[src/rtl/mem_stream_reader.sv]
// Burst read engine: fetches up to 64 samples from a 1-cycle-latency memory into a valid/ready stream.
// Optional running sum of accepted beats is enabled with `define MEM_READER_SUM_EN.
module mem_stream_reader #(
  parameter int DATA_W = 8,
  parameter int ADDR_W = 6
) (
  input  logic              clk,
  input  logic              rst_n,
  input  logic              start,
  input  logic [ADDR_W-1:0] base_addr,
  input  logic [ADDR_W:0]   length,
  output logic              busy,
  output logic              done,
  output logic              mem_rd_en,
  output logic [ADDR_W-1:0] mem_addr,
  input  logic [DATA_W-1:0] mem_data,
  output logic              out_valid,
  input  logic              out_ready,
  output logic [DATA_W-1:0] out_data,
  output logic              out_last
`ifdef MEM_READER_SUM_EN
  ,
  output logic [DATA_W+ADDR_W-1:0] sum
`endif
);

  localparam logic [ADDR_W:0] MAX_LEN = (ADDR_W+1)'(1 << ADDR_W);

  typedef enum logic [1:0] {
    S_IDLE  = 2'd0,
    S_READ  = 2'd1,
    S_DRAIN = 2'd2,
    S_DONE  = 2'd3
  } state_t;

  state_t            state_q, state_d;
  logic [ADDR_W-1:0] base_q, base_d;
  logic [ADDR_W:0]   len_q, len_d;
  logic [ADDR_W:0]   issue_q, issue_d;
  logic [ADDR_W:0]   beat_q, beat_d;
  logic              busy_q, busy_d;
  logic              done_q, done_d;
  logic              inflight_q, inflight_d;
  logic [DATA_W-1:0] buf_q [2];
  logic [DATA_W-1:0] buf_d [2];
  logic              wr_ptr_q, wr_ptr_d;
  logic              rd_ptr_q, rd_ptr_d;
  logic [1:0]        cnt_q, cnt_d;
  logic              fire_s;
  logic              rd_en_s;
  logic [2:0]        occ_s;
  logic [ADDR_W:0]   len_in_s;
`ifdef MEM_READER_SUM_EN
  logic [DATA_W+ADDR_W-1:0] sum_q, sum_d;
  assign sum = sum_q;
`endif

  assign out_valid = (cnt_q != 2'd0);
  assign out_data  = buf_q[rd_ptr_q];
  assign out_last  = out_valid && (beat_q == (len_q - (ADDR_W+1)'(1)));
  assign fire_s    = out_valid && out_ready;
  // Slots committed after this cycle's pop; a new read may claim one only if one stays free.
  assign occ_s     = {1'b0, cnt_q} + {2'b00, inflight_q} - {2'b00, fire_s};
  assign rd_en_s   = (state_q == S_READ) && (issue_q != len_q) && (occ_s < 3'd2);
  assign mem_rd_en = rd_en_s;
  assign mem_addr  = base_q + issue_q[ADDR_W-1:0];
  assign busy      = busy_q;
  assign done      = done_q;
  assign len_in_s  = (length > MAX_LEN) ? MAX_LEN : length;

  // Next-state computation for the control FSM, counters and the two-entry output buffer.
  always_comb begin
    state_d    = state_q;
    base_d     = base_q;
    len_d      = len_q;
    issue_d    = issue_q;
    beat_d     = beat_q;
    busy_d     = busy_q;
    done_d     = 1'b0;
    inflight_d = rd_en_s;
    buf_d[0]   = buf_q[0];
    buf_d[1]   = buf_q[1];
    wr_ptr_d   = wr_ptr_q;
    rd_ptr_d   = rd_ptr_q;
    cnt_d      = cnt_q + {1'b0, inflight_q} - {1'b0, fire_s};
`ifdef MEM_READER_SUM_EN
    sum_d      = sum_q;
`endif

    case (state_q)
      S_IDLE: begin
        if (start) begin
          base_d  = base_addr;
          len_d   = len_in_s;
          issue_d = '0;
          beat_d  = '0;
`ifdef MEM_READER_SUM_EN
          sum_d   = '0;
`endif
          if (len_in_s == '0) begin
            state_d = S_DONE;
            done_d  = 1'b1;
          end else begin
            state_d = S_READ;
            busy_d  = 1'b1;
          end
        end else begin
          state_d = S_IDLE;
        end
      end
      S_READ: begin
        if (rd_en_s) begin
          issue_d = issue_q + (ADDR_W+1)'(1);
          state_d = (issue_q + (ADDR_W+1)'(1) == len_q) ? S_DRAIN : S_READ;
        end else begin
          state_d = S_READ;
        end
      end
      S_DRAIN: state_d = S_DRAIN;
      S_DONE: begin
        state_d = S_IDLE;
        busy_d  = 1'b0;
      end
      default: state_d = S_IDLE;
    endcase

    if (inflight_q) begin
      buf_d[wr_ptr_q] = mem_data;
      wr_ptr_d        = ~wr_ptr_q;
    end else begin
      wr_ptr_d = wr_ptr_q;
    end

    if (fire_s) begin
      rd_ptr_d = ~rd_ptr_q;
      beat_d   = beat_q + (ADDR_W+1)'(1);
`ifdef MEM_READER_SUM_EN
      sum_d    = sum_q + {{ADDR_W{1'b0}}, out_data};
`endif
      if (out_last) begin
        state_d = S_DONE;
        busy_d  = 1'b0;
        done_d  = 1'b1;
      end else begin
        done_d = 1'b0;
      end
    end else begin
      rd_ptr_d = rd_ptr_q;
    end
  end

  // State register; an asynchronous reset discards any partial burst.
  always_ff @(posedge clk or negedge rst_n) begin
    if (!rst_n) begin
      state_q    <= S_IDLE;
      base_q     <= '0;
      len_q      <= '0;
      issue_q    <= '0;
      beat_q     <= '0;
      busy_q     <= 1'b0;
      done_q     <= 1'b0;
      inflight_q <= 1'b0;
      buf_q[0]   <= '0;
      buf_q[1]   <= '0;
      wr_ptr_q   <= 1'b0;
      rd_ptr_q   <= 1'b0;
      cnt_q      <= 2'd0;
`ifdef MEM_READER_SUM_EN
      sum_q      <= '0;
`endif
    end else begin
      state_q    <= state_d;
      base_q     <= base_d;
      len_q      <= len_d;
      issue_q    <= issue_d;
      beat_q     <= beat_d;
      busy_q     <= busy_d;
      done_q     <= done_d;
      inflight_q <= inflight_d;
      buf_q[0]   <= buf_d[0];
      buf_q[1]   <= buf_d[1];
      wr_ptr_q   <= wr_ptr_d;
      rd_ptr_q   <= rd_ptr_d;
      cnt_q      <= cnt_d;
`ifdef MEM_READER_SUM_EN
      sum_q      <= sum_d;
`endif
    end
  end

endmodule

[config.mk]
export PLATFORM = sky130hd
export DESIGN_NAME = mem_stream_reader
export DESIGN_NICKNAME = d
export VERILOG_FILES = /design/src/rtl/mem_stream_reader.sv
export SDC_FILE = /design/constraint.sdc
export NUM_CORES = 1
export LEC_CHECK = 0
export CAP_MARGIN = 20
export CORE_MARGIN = 5
export CORE_UTILIZATION = 60
export CTS_CLUSTER_DIAMETER = 120
export DETAILED_ROUTE_END_ITERATION = 7
export DONT_BUFFER_PORTS = 1
export PLACE_DENSITY_LB_ADDON = 0.25
export SETUP_SLACK_MARGIN = 0.02
export SLEW_MARGIN = 10
export SYNTH_ARGS = -nofsm -noshare
export SYNTH_HDL_FRONTEND = slang
export SYNTH_SLANG_ARGS = --single-unit
[constraint.sdc]
create_clock -name clk -period 3.65 [get_ports clk]
set_input_delay 0.73 -clock clk [delete_from_list [all_inputs] [get_ports clk]]
set_output_delay 0.73 -clock clk [all_outputs]
set_load 0.05 [all_outputs]
# --- After elaboration in Yosys (flattened, before gate mapping) ---
# Index checks and enable logic that the tools add are counted.
word_totals:
  output_inout_bits: 19
  register_bits: 52
  in_bits: 25
classes:
  n_addsub: 8
  bitwise: 4
  mux: 29
  reduce_logical: 14
  eq_ne: 8
  order_cmp: 5
op_table:
  columns: ["cell", "n"]
  rows:
  - ["2-to-1 mux 7 bit", 5]
  - ["2-to-1 mux 8 bit", 4]
  - ["bitwise mux 16 bit", 1]
  - ["adder 7 x 1 -> 7 bit, second input constant", 2]
  - ["equality test 7 bit", 2]
  - ["case mux 7 bit (2 select lines)", 1]
  - ["2-to-1 mux 2 bit", 6]
  - ["2-to-1 mux 1 bit", 9]
  - ["demux 8 bit (select 1 bit)", 1]
  - ["case mux 2 bit (4 select lines)", 1]
  - ["nonzero test 2 bit", 4]
  - ["greater-than comparator 7 bit, second input constant", 1]
  - ["zero test 7 bit", 1]
  - ["inequality test 7 bit", 1]
  - ["subtractor 7 x 1 -> 7 bit, second input constant", 1]
  - ["adder 6 bit", 1]
  - ["logical AND 1 bit", 5]
  - ["equality test 2 bit, second input constant", 2]
  - [">= comparator 2 bit, second input constant", 2]
  - ["inequality test 2 bit, second input constant", 2]
  - ["inverter 1 -> 2 bit", 2]
  - ["AND reduction 2 bit", 2]
  - ["adder 2 x 1 -> 3 bit", 1]
  - ["< comparator 3 x 2 -> 1 bit, second input constant", 1]
  - ["9 further kinds", 10]

# --- Logic depth before layout (Yosys ltp) ---
depth:
  ltp_word: 9
  depth_mapped: 15
  mapped_depth_nobuf: 15

# --- Worst setup path after synthesis ---
# OpenSTA, ideal clock, no wires.
synth_path:
  path_type: "flip-flop to output port"
  start: "reg cnt_q[1]"
  end: "out mem_rd_en"
  path_stages_with_launch: 13
  required_time_ns: 2.920
  slack_ns: 0.178
  arrival_ns: 2.742
  path_cell_list: "dfrtp_1 > or2_2 > nand2_1 > inv_1 > ha_1 > inv_1 > ha_1 > inv_1 > fa_1 > xnor2_1 > and3_1 > o41ai_2 > inv_1"
synth_via:
  elab_chain_cells: 5
  elab_cells_between_ends: 6
  cone_classes: "add/sub (2); order compare (1); reduce/logical (3)"
synth_lines:
  columns: ["item", "line", "source"]
  rows:
  - ["start: declaration", "48", "logic [1:0] cnt_q, cnt_d;"]
  - ["start signal: assignment", "184", "cnt_q <= cnt_d;"]
  - ["nonzero test 2 bit", "58", "assign out_valid = (cnt_q != 2'd0);"]
  - ["net out_valid", "17", "output logic out_valid,"]
  - ["logical AND 1 bit", "61", "assign fire_s = out_valid && out_ready;"]
  - ["net fire_s", "49", "logic fire_s;"]
  - ["subtractor 3 x 1 -> 3 bit", "63", "assign occ_s = {1'b0, cnt_q} + {2'b00, inflight_q} - {2'b00, fire_s};"]
  - ["< comparator 3 x 2 -> 1 bit", "64", "assign rd_en_s = (state_q == S_READ) && (issue_q != len_q) && (occ_s < 3'd2);"]
  - ["logical AND 1 bit", "64", null]
  - ["end: declaration", "14", "output logic mem_rd_en,"]
# The timed path passes the listed nets, and every way through them passes these cells.

# --- Final worst setup path ---
layout_path:
  start: "reg cnt_q[1]"
  end: "out mem_rd_en"
layout_via:
  elab_chain_cells: 5
  elab_cells_between_ends: 6
  cone_classes: "add/sub (2); order compare (1); reduce/logical (3)"
layout_lines:
  columns: ["item", "line"]
  rows:
  - ["nonzero test 2 bit", "58"]
  - ["logical AND 1 bit", "61"]
  - ["net fire_s", "49"]
  - ["subtractor 3 x 1 -> 3 bit", "63"]
  - ["< comparator 3 x 2 -> 1 bit", "64"]
  - ["logical AND 1 bit", "64"]
# The timed path passes the listed nets, and every way through them passes these cells.

==> flow_metrics.tcl <==
set metrics [dict create \
    start_util_pct 62.6 \
    cellPowerDensity_mw_per_mm2 429 \
    slew_viol_final 0 \
    ys_async_sr_fraction_pct 100 \
    vias 2100 \
    fillers 386 \
    grt_pass1_wl_mm 9.72 \
    cts_buffers 5 \
    clk_pin_slew_ns 0.10 \
    drc 0 \
    worstPathArrival_ns 2.80 \
    hold_viol 0 \
    power_leakage_nw 1.50 \
    wl_mm 5.81 \
    grt_max_degree 53 \
    setup_viol 0 \
    die-area_sq_mm 0.00646 \
    drt_iter0_drc 122 \
    pre_cts_ws_ns -0.0263 \
    cts_tree "done" \
    fin_tns_setup_ns 0 \
    die_x_um 80.4 \
    cts_max_path_buffers 2 \
    synth_top_cell_by_area "dfrtp_1" \
    root_buffer "clkbuf_8" \
    yosys-top-cells-count "dfrtp_1 (52), mux2_2 (31), nand2_1 (26)" \
    ys_ff_latch 52 \
    gp_congestion 0.813 \
    p_seq_share_pct 50.1 \
    outcome "complete, no violations" \
    worst_hold_path_type "input port to asynchronous set/reset pin" \
    rows 25 \
    cp-end-kind "output pin" \
    final_util_pct 67.4 \
    grt_pass1_vias 2008 \
    final_cells 359 \
    ys_warn_count 0 \
    drt_pass1_iterations 5 \
    sw_frac_of_total_pct 35.1 \
    fin_crit_sh_pct 96.6 \
    clk_latency_ns 0.31 \
    htree_levels 2 \
    synth.yosys.seq_area_share_pct 43.8 \
    stdcell_area_sq_mm 0.00320 \
    synthTopCellsByArea "dfrtp_1 (44%), mux2_2 (12%), xnor2_1 (5.6%)" \
    ys.flop_type "dfrtp_1" \
    skew_ns 0.0129 \
    synth_edf_count 0 \
    n_antenna_cell 0 \
    fin_ws_ns 0.124 \
    fin_crit_ns 3.53 \
    crit_type "flip-flop to output pin" \
    core_area_sq_mm 0.00475 \
    die_height_um 80.4 \
    combPwrFrac_pct 25.6 \
    synth_cell_types 43 \
    postPlaceCellArea_sq_mm 0.00307 \
    worst_slew_pin_slew_ns 0.916 \
    worst-path-max-fanout 4 \
    place.port_buffers 0 \
    ant_nets 0 \
    hold_buffers 0 \
    syn_avg_cell_area_sq_um 10.4 \
    vias_per_cell 5.85 \
    grt.overflow.total 0 \
    area_growth_pct 7.70 \
    cap_violations 0 \
    netlist.area_leader.share_pct 43.8 \
    dpl.hpwl_mm 4.29 \
    ios 44 \
    layout.nets 330 \
    final_layout_size_suffix_gt1_share_pct 20.5 \
    synth_most_common_cell "dfrtp_1" \
    start_kind "flip-flop" \
    antenna_found_initial 0 \
    internal_power_mw 0.892 \
    netlist_instances 286 \
    p_switching_mw 0.483 \
    fmax_ghz 0.284 \
    groute.usage.overall_pct 19.3 \
    place_inst 349 \
    wl_per_cell_um 16.2 \
    slew_headroom_pct 38.8 \
    clockPowerShare_pct 24.3 \
    worstPathRequired_ns 2.92 \
    cts.sinks 52 \
    peakVddDrop_uv 313 \
    syn-cell-area_sq_mm 0.00297 \
    syn_nets 325 \
]
-- flip-flops by register name, summed over array words and instances (netlist names) --
signal and count:
base_q 6, buf_q 16, wr_ptr_q 1, inflight_q 1
len_q 7, beat_q 7, cnt_q 2, rd_ptr_q 1
done 1, issue_q 7, busy 1, state_q 2
-- stage by stage --
stage               total power [mW]  hold WS (ns)
finish                          1.37         0.102
CTS                             1.37        0.0976
global placement                1.03         0.436
floorplan                      0.978         0.434
detailed placement              1.04         0.436
global route                    1.45        0.0829
-- cell type report --
class | instances | area, sq um | share of cell area (%)
multi-input combinational | 205 | 1580 | 49.3
sequential | 52 | 1300 | 40.6
timing repair buffer | 9 | 67.6 | 2.11
clock buffer | 5 | 68.8 | 2.15
clock inverter | 3 | 21.3 | 0.664
inverter | 18 | 81.3 | 2.54
tap | 67 | 83.8 | 2.62
-- final timing paths --
kind	start	slack (ns)	depth (start not counted)	end
hold reg to reg	buf_q[0]	0.51	1	buf_q[0]
max in group asynchronous	rst_n	3.45	0	beat_q[6]
setup / recovery	cnt_q[1]	0.12	12	mem_rd_en
min in group clk	buf_q[0]	0.51	1	buf_q[0]
hold / removal	rst_n	0.10	0	cnt_q[0]
setup reg to reg	cnt_q[1]	0.28	15	state_q[1]
-- per-layer routing --
metal / global-route usage [%] / share of wire, % / vias up
li1: - / - / 1016
met1: 25.2 / 43 / 1027
met2: 31.7 / 49 / 48
met3: 4.60 / 5.8 / 9
met4: 5.74 / 1.4 / 0
met5: 0 / 0 / -
-- cells by family after synthesis --
kind of cell               after synthesis  synth area share [%]
and+or+nand+nor                         82                  14.6
xor gates and xnor gates                30                  8.83
AOI/OAI and AO/OA                       46                  10.1
buffers and inverters                   29                  3.79
adders and majority gates               14                  6.39
muxes                                   33                  12.6
DFF                                     52                  43.8
-- critical path, stage by stage, from the launching register on --
cell,delay [ns]
dfrtp_1,0.41
or2_2,0.31
nand2_2,0.09
inv_2,0.06
ha_1,0.27
inv_1,0.05
ha_1,0.13
inv_1,0.05
fa_1,0.38
xnor2_1,0.16
and3_4,0.22
o41ai_4,0.09
bufinv_8,0.26
-- power groups by stage --
stage / combinational [mW] / sequential, mW / clock [mW]
floorplan: 0.308 / 0.670 / 0
global route: 0.389 / 0.699 / 0.362
global placement: 0.332 / 0.700 / 0
detailed placement: 0.338 / 0.703 / 0
CTS: 0.340 / 0.690 / 0.338
finish: 0.352 / 0.689 / 0.334
-- cell usage in the layout (no fill, tap or decap), types with 3 or more instances in the layout --
cell type,n
o31ai_1,3
or3_1,3
nand3_1,20
nor2_1,4
dfrtp_1,52
o211ai_1,5
clkbuf_8,5
nor3_1,3
mux2_2,31
nand2b_1,8
ha_1,12
buf_4,9
nand2_1,25
a21oi_1,5
o21ai_0,19
inv_1,16
xnor2_1,19
or2_2,3
xor2_1,11
-- timing repair --
item	in CTS	in global routing
buffers inserted	0	2
endpoints found under the setup margin	3	1
resized for setup	3	4
hold endpoints to repair	0	0
(Power assumes the default switching activity.)
